### src/rtl/fetch_unit.sv
// rtl/fetch_unit.sv - instruction fetch FSM with branch/jump redirect handling
// Issues one read at a time and hands each instruction to decode with a PC tag.
module fetch_unit #(
  parameter logic [31:0] RESET_PC = 32'h0000_0000
) (
  input  logic        clk,
  input  logic        rst_n,
  output logic        imem_req,
  output logic [31:0] imem_addr,
  input  logic        imem_ack,
  input  logic [31:0] imem_rdata,
  output logic [31:0] instr_out,
  output logic        instr_valid,
  input  logic        instr_ready,
  output logic [31:0] pc_out,
  input  logic        branch_enable,
  input  logic        branch_taken,
  input  logic [15:0] branch_offset,
  input  logic        jump_enable,
  input  logic [25:0] jump_target
);

  typedef enum logic [1:0] {
    FETCH = 2'd0,
    HOLD  = 2'd1,
    DROP  = 2'd2
  } state_t;

  state_t      state_q, state_d;
  logic [31:0] addr_q, addr_d;
  logic [31:0] next_pc_q, next_pc_d;
  logic [31:0] instr_q, instr_d;
  logic [31:0] pc_q, pc_d;

  logic        redirect;
  logic [31:0] pc_plus4;
  logic [31:0] branch_tgt;
  logic [31:0] jump_tgt;
  logic [31:0] target;

  // Targets are relative to the last instruction handed to decode.
  assign redirect   = jump_enable | (branch_enable & branch_taken);
  assign pc_plus4   = pc_q + 32'd4;
  assign branch_tgt = pc_plus4 + {{14{branch_offset[15]}}, branch_offset, 2'b00};
  assign jump_tgt   = {pc_plus4[31:28], jump_target, 2'b00};
  assign target     = jump_enable ? jump_tgt : branch_tgt;

  always_ff @(posedge clk or negedge rst_n) begin
    if (!rst_n) begin
      state_q   <= FETCH;
      addr_q    <= RESET_PC;
      next_pc_q <= RESET_PC;
      instr_q   <= 32'd0;
      pc_q      <= 32'd0;
    end else begin
      state_q   <= state_d;
      addr_q    <= addr_d;
      next_pc_q <= next_pc_d;
      instr_q   <= instr_d;
      pc_q      <= pc_d;
    end
  end

  always_comb begin
    state_d     = state_q;
    addr_d      = addr_q;
    next_pc_d   = next_pc_q;
    instr_d     = instr_q;
    pc_d        = pc_q;
    imem_req    = 1'b0;
    instr_valid = 1'b0;
    case (state_q)
      FETCH: begin
        imem_req = 1'b1;
        if (redirect) begin
          if (imem_ack) begin
            addr_d = target;
          end else begin
            // Read stays outstanding; remember where to go once it drains.
            state_d   = DROP;
            next_pc_d = target;
          end
        end else if (imem_ack) begin
          state_d   = HOLD;
          instr_d   = imem_rdata;
          pc_d      = addr_q;
          next_pc_d = addr_q + 32'd4;
        end
      end
      HOLD: begin
        instr_valid = 1'b1;
        if (redirect) begin
          state_d = FETCH;
          addr_d  = target;
        end else if (instr_ready) begin
          state_d = FETCH;
          addr_d  = next_pc_q;
        end
      end
      DROP: begin
        imem_req = 1'b1;
        if (imem_ack) begin
          state_d = FETCH;
          addr_d  = redirect ? target : next_pc_q;
        end else if (redirect) begin
          next_pc_d = target;
        end
      end
      default: begin
        state_d = FETCH;
      end
    endcase
  end

  assign imem_addr = addr_q;
  assign instr_out = instr_q;
  assign pc_out    = pc_q;

endmodule

### config.mk
export PLATFORM = sky130hd
export DESIGN_NAME = fetch_unit
export DESIGN_NICKNAME = d
export VERILOG_FILES = /design/src/rtl/fetch_unit.sv
export SDC_FILE = /design/constraint.sdc
export NUM_CORES = 1
export LEC_CHECK = 0
export ABC_AREA = 1
export CAP_MARGIN = 20
export CORE_UTILIZATION = 59
export DETAILED_ROUTE_END_ITERATION = 12
export GPL_ROUTABILITY_DRIVEN = 0
export PLACE_DENSITY = 0.93
export SYNTH_ARGS = -nofsm -noshare
export SYNTH_HDL_FRONTEND = slang
export SYNTH_SLANG_ARGS = --single-unit
### constraint.sdc
create_clock -name clk -period 6.7 [get_ports clk]
set_clock_uncertainty 0.15 [all_clocks]
set_input_delay 1.675 -clock clk [delete_from_list [all_inputs] [get_ports clk]]
set_output_delay 1.675 -clock clk [all_outputs]
set_load 0.01 [all_outputs]
==> impl_metrics.json <==
{
  "async_reset_ff_share_pct": 100.0,
  "clock-root-buffer": "clkbuf_16",
  "cts_tree": "built",
  "yosysTopAreaCell": "dfrtp_1",
  "die-area_um2": 17630,
  "clkPwrFrac_pct": 13.9,
  "fin_crit_sh_pct": 73.36,
  "hold_start": "instr_out[5]",
  "cts_buffers": 17,
  "syn_nets": 1564,
  "ys_seq_elements": 130,
  "setup_viol": 0,
  "nNetsFinal": 1718,
  "p_per_area_nw_per_um2": 503.2,
  "core_area_um2": 16640,
  "antenna_found_initial": 0,
  "ant_nets": 0,
  "timing.rr.end": "imem_addr[27]",
  "grt_usage_pct": 38.01,
  "slew_viol_final": 0,
  "hold_depth": 1,
  "fmax_ghz": 0.2035,
  "num_vias": 11110,
  "grt_max_degree": 67,
  "synth_top_area_share_pct": 32.23,
  "route.detailed.drc": 0,
  "tightestPinTransition_ns": 1.048,
  "p_leak_nw": 5.938,
  "routed_wl_um": 32810,
  "switching_share_pct": 48.14,
  "p_seq_share_pct": 26.6,
  "worst_ep_arrival_time_ns": 5.07,
  "drive_gt1_share_pct": 7.721,
  "rr_startpoint": "pc_out[3]",
  "holdPathEnd": "instr_out[5]",
  "die_h_um": 132.8,
  "finalSetupTns_ns": 0,
  "synth_edf_count": 0,
  "clock_path_buffers": 2,
  "fin_area_um2": 12500,
  "ff2ff_path_depth": 21,
  "ir_drop_mv": 0.3437,
  "power_frac_comb_pct": 59.6,
  "clk_pin_slew_ns": 0.05,
  "post_cts_buffers": 0,
  "initial_core_util_pct": 60.65,
  "crit_type": "in2reg",
  "rsz0062_at_grt": "false",
  "first_pass_iters": 7,
  "switching_power_mw": 3.028,
  "diodes": 0,
  "seq_area_frac_synth_pct": 32.23,
  "die_width_um": 132.8,
  "yosysWarnings": 0,
  "p_int_mw": 3.262,
  "required_ns": 6.85,
  "place_area_um2": 11960,
  "ys_types": 56,
  "syn_inst": 1443,
  "period_needed_ns": 4.915,
  "drv_cap": 0,
  "syn_to_final_growth_pct": 23.83,
  "insertion_delay_ns": 0.42,
  "cp-end-kind": "flip-flop",
  "rows": 47,
  "syn_area_um2": 10090,
  "cp_max_fo": 41,
  "start_kind": "input port",
  "wire_per_inst_um": 17.97,
  "ys_top_cells_by_area": "dfrtp_1 32%, nand2_1 17%, nand3_1 6.0%",
  "portBuffers": 178,
  "grt_overflow": 0,
  "drt_iter0_drc": 1339,
  "synth_flop_cell": "dfrtp_1",
  "clock_sinks": 130,
  "hold_viol": 0,
  "rrSetupSlack_ns": 2.49,
  "dpl.hpwl_um": 23720,
  "boundaryPins": 179,
  "relSlewSlack_pct": 29.96,
  "syn_avg_cell_area_um2": 6.995,
  "htree_levels": 4,
  "cts_resized": 0,
  "grt_pass1_vias": 10550,
  "status": "completed",
  "cts_hold_buf": 0,
  "grt_pass1_wl_um": 52430,
  "vias_per_cell": 6.085,
  "hp-class": "reg2reg"
}
-- area by class of cell --
cell class	count	area, um2
clock inverter	6	57.56
inverter	178	673.1
fill	1193	4144
timing repair buffer	183	1829
multi-input combinational	1087	5926
sequential	130	3253
clock buffer	22	484.2
tap	220	275.3
-- logic make-up (layout without fill, tap and decap cells) --
logic type,Yosys count,count (layout),synth area share (%)
simple gates,752,752,32.92
buf+inv,226,389,9.111
compound gates,217,217,13.07
flops,130,130,32.23
xor+xnor,43,43,3.731
fa+ha+maj,40,40,5.033
mux,35,35,3.905
-- flip-flops by register name, summed over array words and instances, names as in the netlist --
register and flops:
state_q 2, pc_out 32, instr_out 32, next_pc_q 32
imem_addr 32
-- cells in the mapped netlist, types with 7 or more instances --
cell,number
a21oi_1,61
a22oi_1,7
a2bb2oi_1,16
a31oi_1,10
buf_2,20
buf_4,9
clkbuf_1,15
dfrtp_1,130
ha_1,39
inv_1,159
inv_2,11
mux2_2,35
nand2_1,459
nand2_2,11
nand3_1,121
nand4_1,14
nor2_1,77
nor3_1,27
o211ai_1,10
o21a_1,13
o21ai_0,66
o21ai_1,8
o21bai_1,9
xor2_1,37
-- layout by cell type (no fill, tap or decap), types with 6 or more instances in the layout --
cell,netlist,layout
a21oi_1,61,61
xor2_1,37,37
nor2_4,5,6
nand4_1,14,14
nor3_1,27,27
o21a_1,13,13
nand3_1,121,121
nor2_1,77,77
nand2_2,11,11
o211ai_1,10,10
xnor2_1,6,6
dfrtp_1,130,130
a2bb2oi_1,16,16
inv_1,159,159
o21ai_0,66,66
a31oi_1,10,10
ha_1,39,39
nand3b_1,6,6
clkdlybuf4s50_1,0,177
clkbuf_16,0,17
nand3_2,6,6
mux2_2,35,35
inv_2,11,11
a22oi_1,7,7
o21bai_1,9,9
o21ai_1,8,8
clkinv_1,6,6
nand2_1,459,459
-- metrics by stage --
step	power (mW)	setup WS, ns	instances	hold WS [ns]	util [%]
global placement	5.122	1.635	1798	0.3157	71.84
finish	6.290	1.785	1826	0.3557	75.10
detailed placement	5.259	1.520	1798	0.3153	71.84
CTS	6.180	1.931	1826	0.3551	75.10
floorplan	3.896	3.281	1443	0.2992	-
global route	6.693	1.633	1826	0.3665	75.10
-- worst max-delay path, stage by stage --
cell,delay (ns)
clkdlybuf4s50_1,0.48
inv_4,0.37
nand2_8,0.27
nor2_8,0.35
inv_2,0.14
nand2_1,0.10
nand3_2,0.47
inv_2,0.74
o21ai_0,0.18
a21oi_1,0.17
a2bb2oi_1,0.09
-- power by group through the flow --
| stage | logic (mW) | registers, mW | clock network (mW) |
|---|---|---|---|
| global route | 4.08 | 1.71 | 0.903 |
| finish | 3.75 | 1.67 | 0.872 |
| floorplan | 2.27 | 1.63 | 0 |
| detailed placement | 3.61 | 1.65 | 0 |
| CTS | 3.66 | 1.64 | 0.870 |
| global placement | 3.49 | 1.63 | 0 |
-- layer usage --
metal / GRT usage (%) / wire length [um] / up-vias
li1: - / - / 5036
met2: 60.59 / 15020 / 800
met4: 20.37 / 1653 / 0
met3: 10.11 / 3944 / 174
met5: 0 / 0 / -
met1: 47.04 / 12190 / 5102
-- worst max path at each step --
stage	startpoint	endpoint	slack, ns	depth (start not counted)
after floorplan	branch_offset[0]	imem_addr[22]	3.28	14
after global placement	jump_enable	next_pc_q[14]	1.64	11
after detailed placement	jump_enable	next_pc_q[14]	1.52	11
after CTS	jump_enable	next_pc_q[14]	1.93	11
after global routing	jump_enable	next_pc_q[19]	1.63	11
final	jump_enable	next_pc_q[14]	1.78	11
No activity file was read; power rests on OpenSTA's default activity.
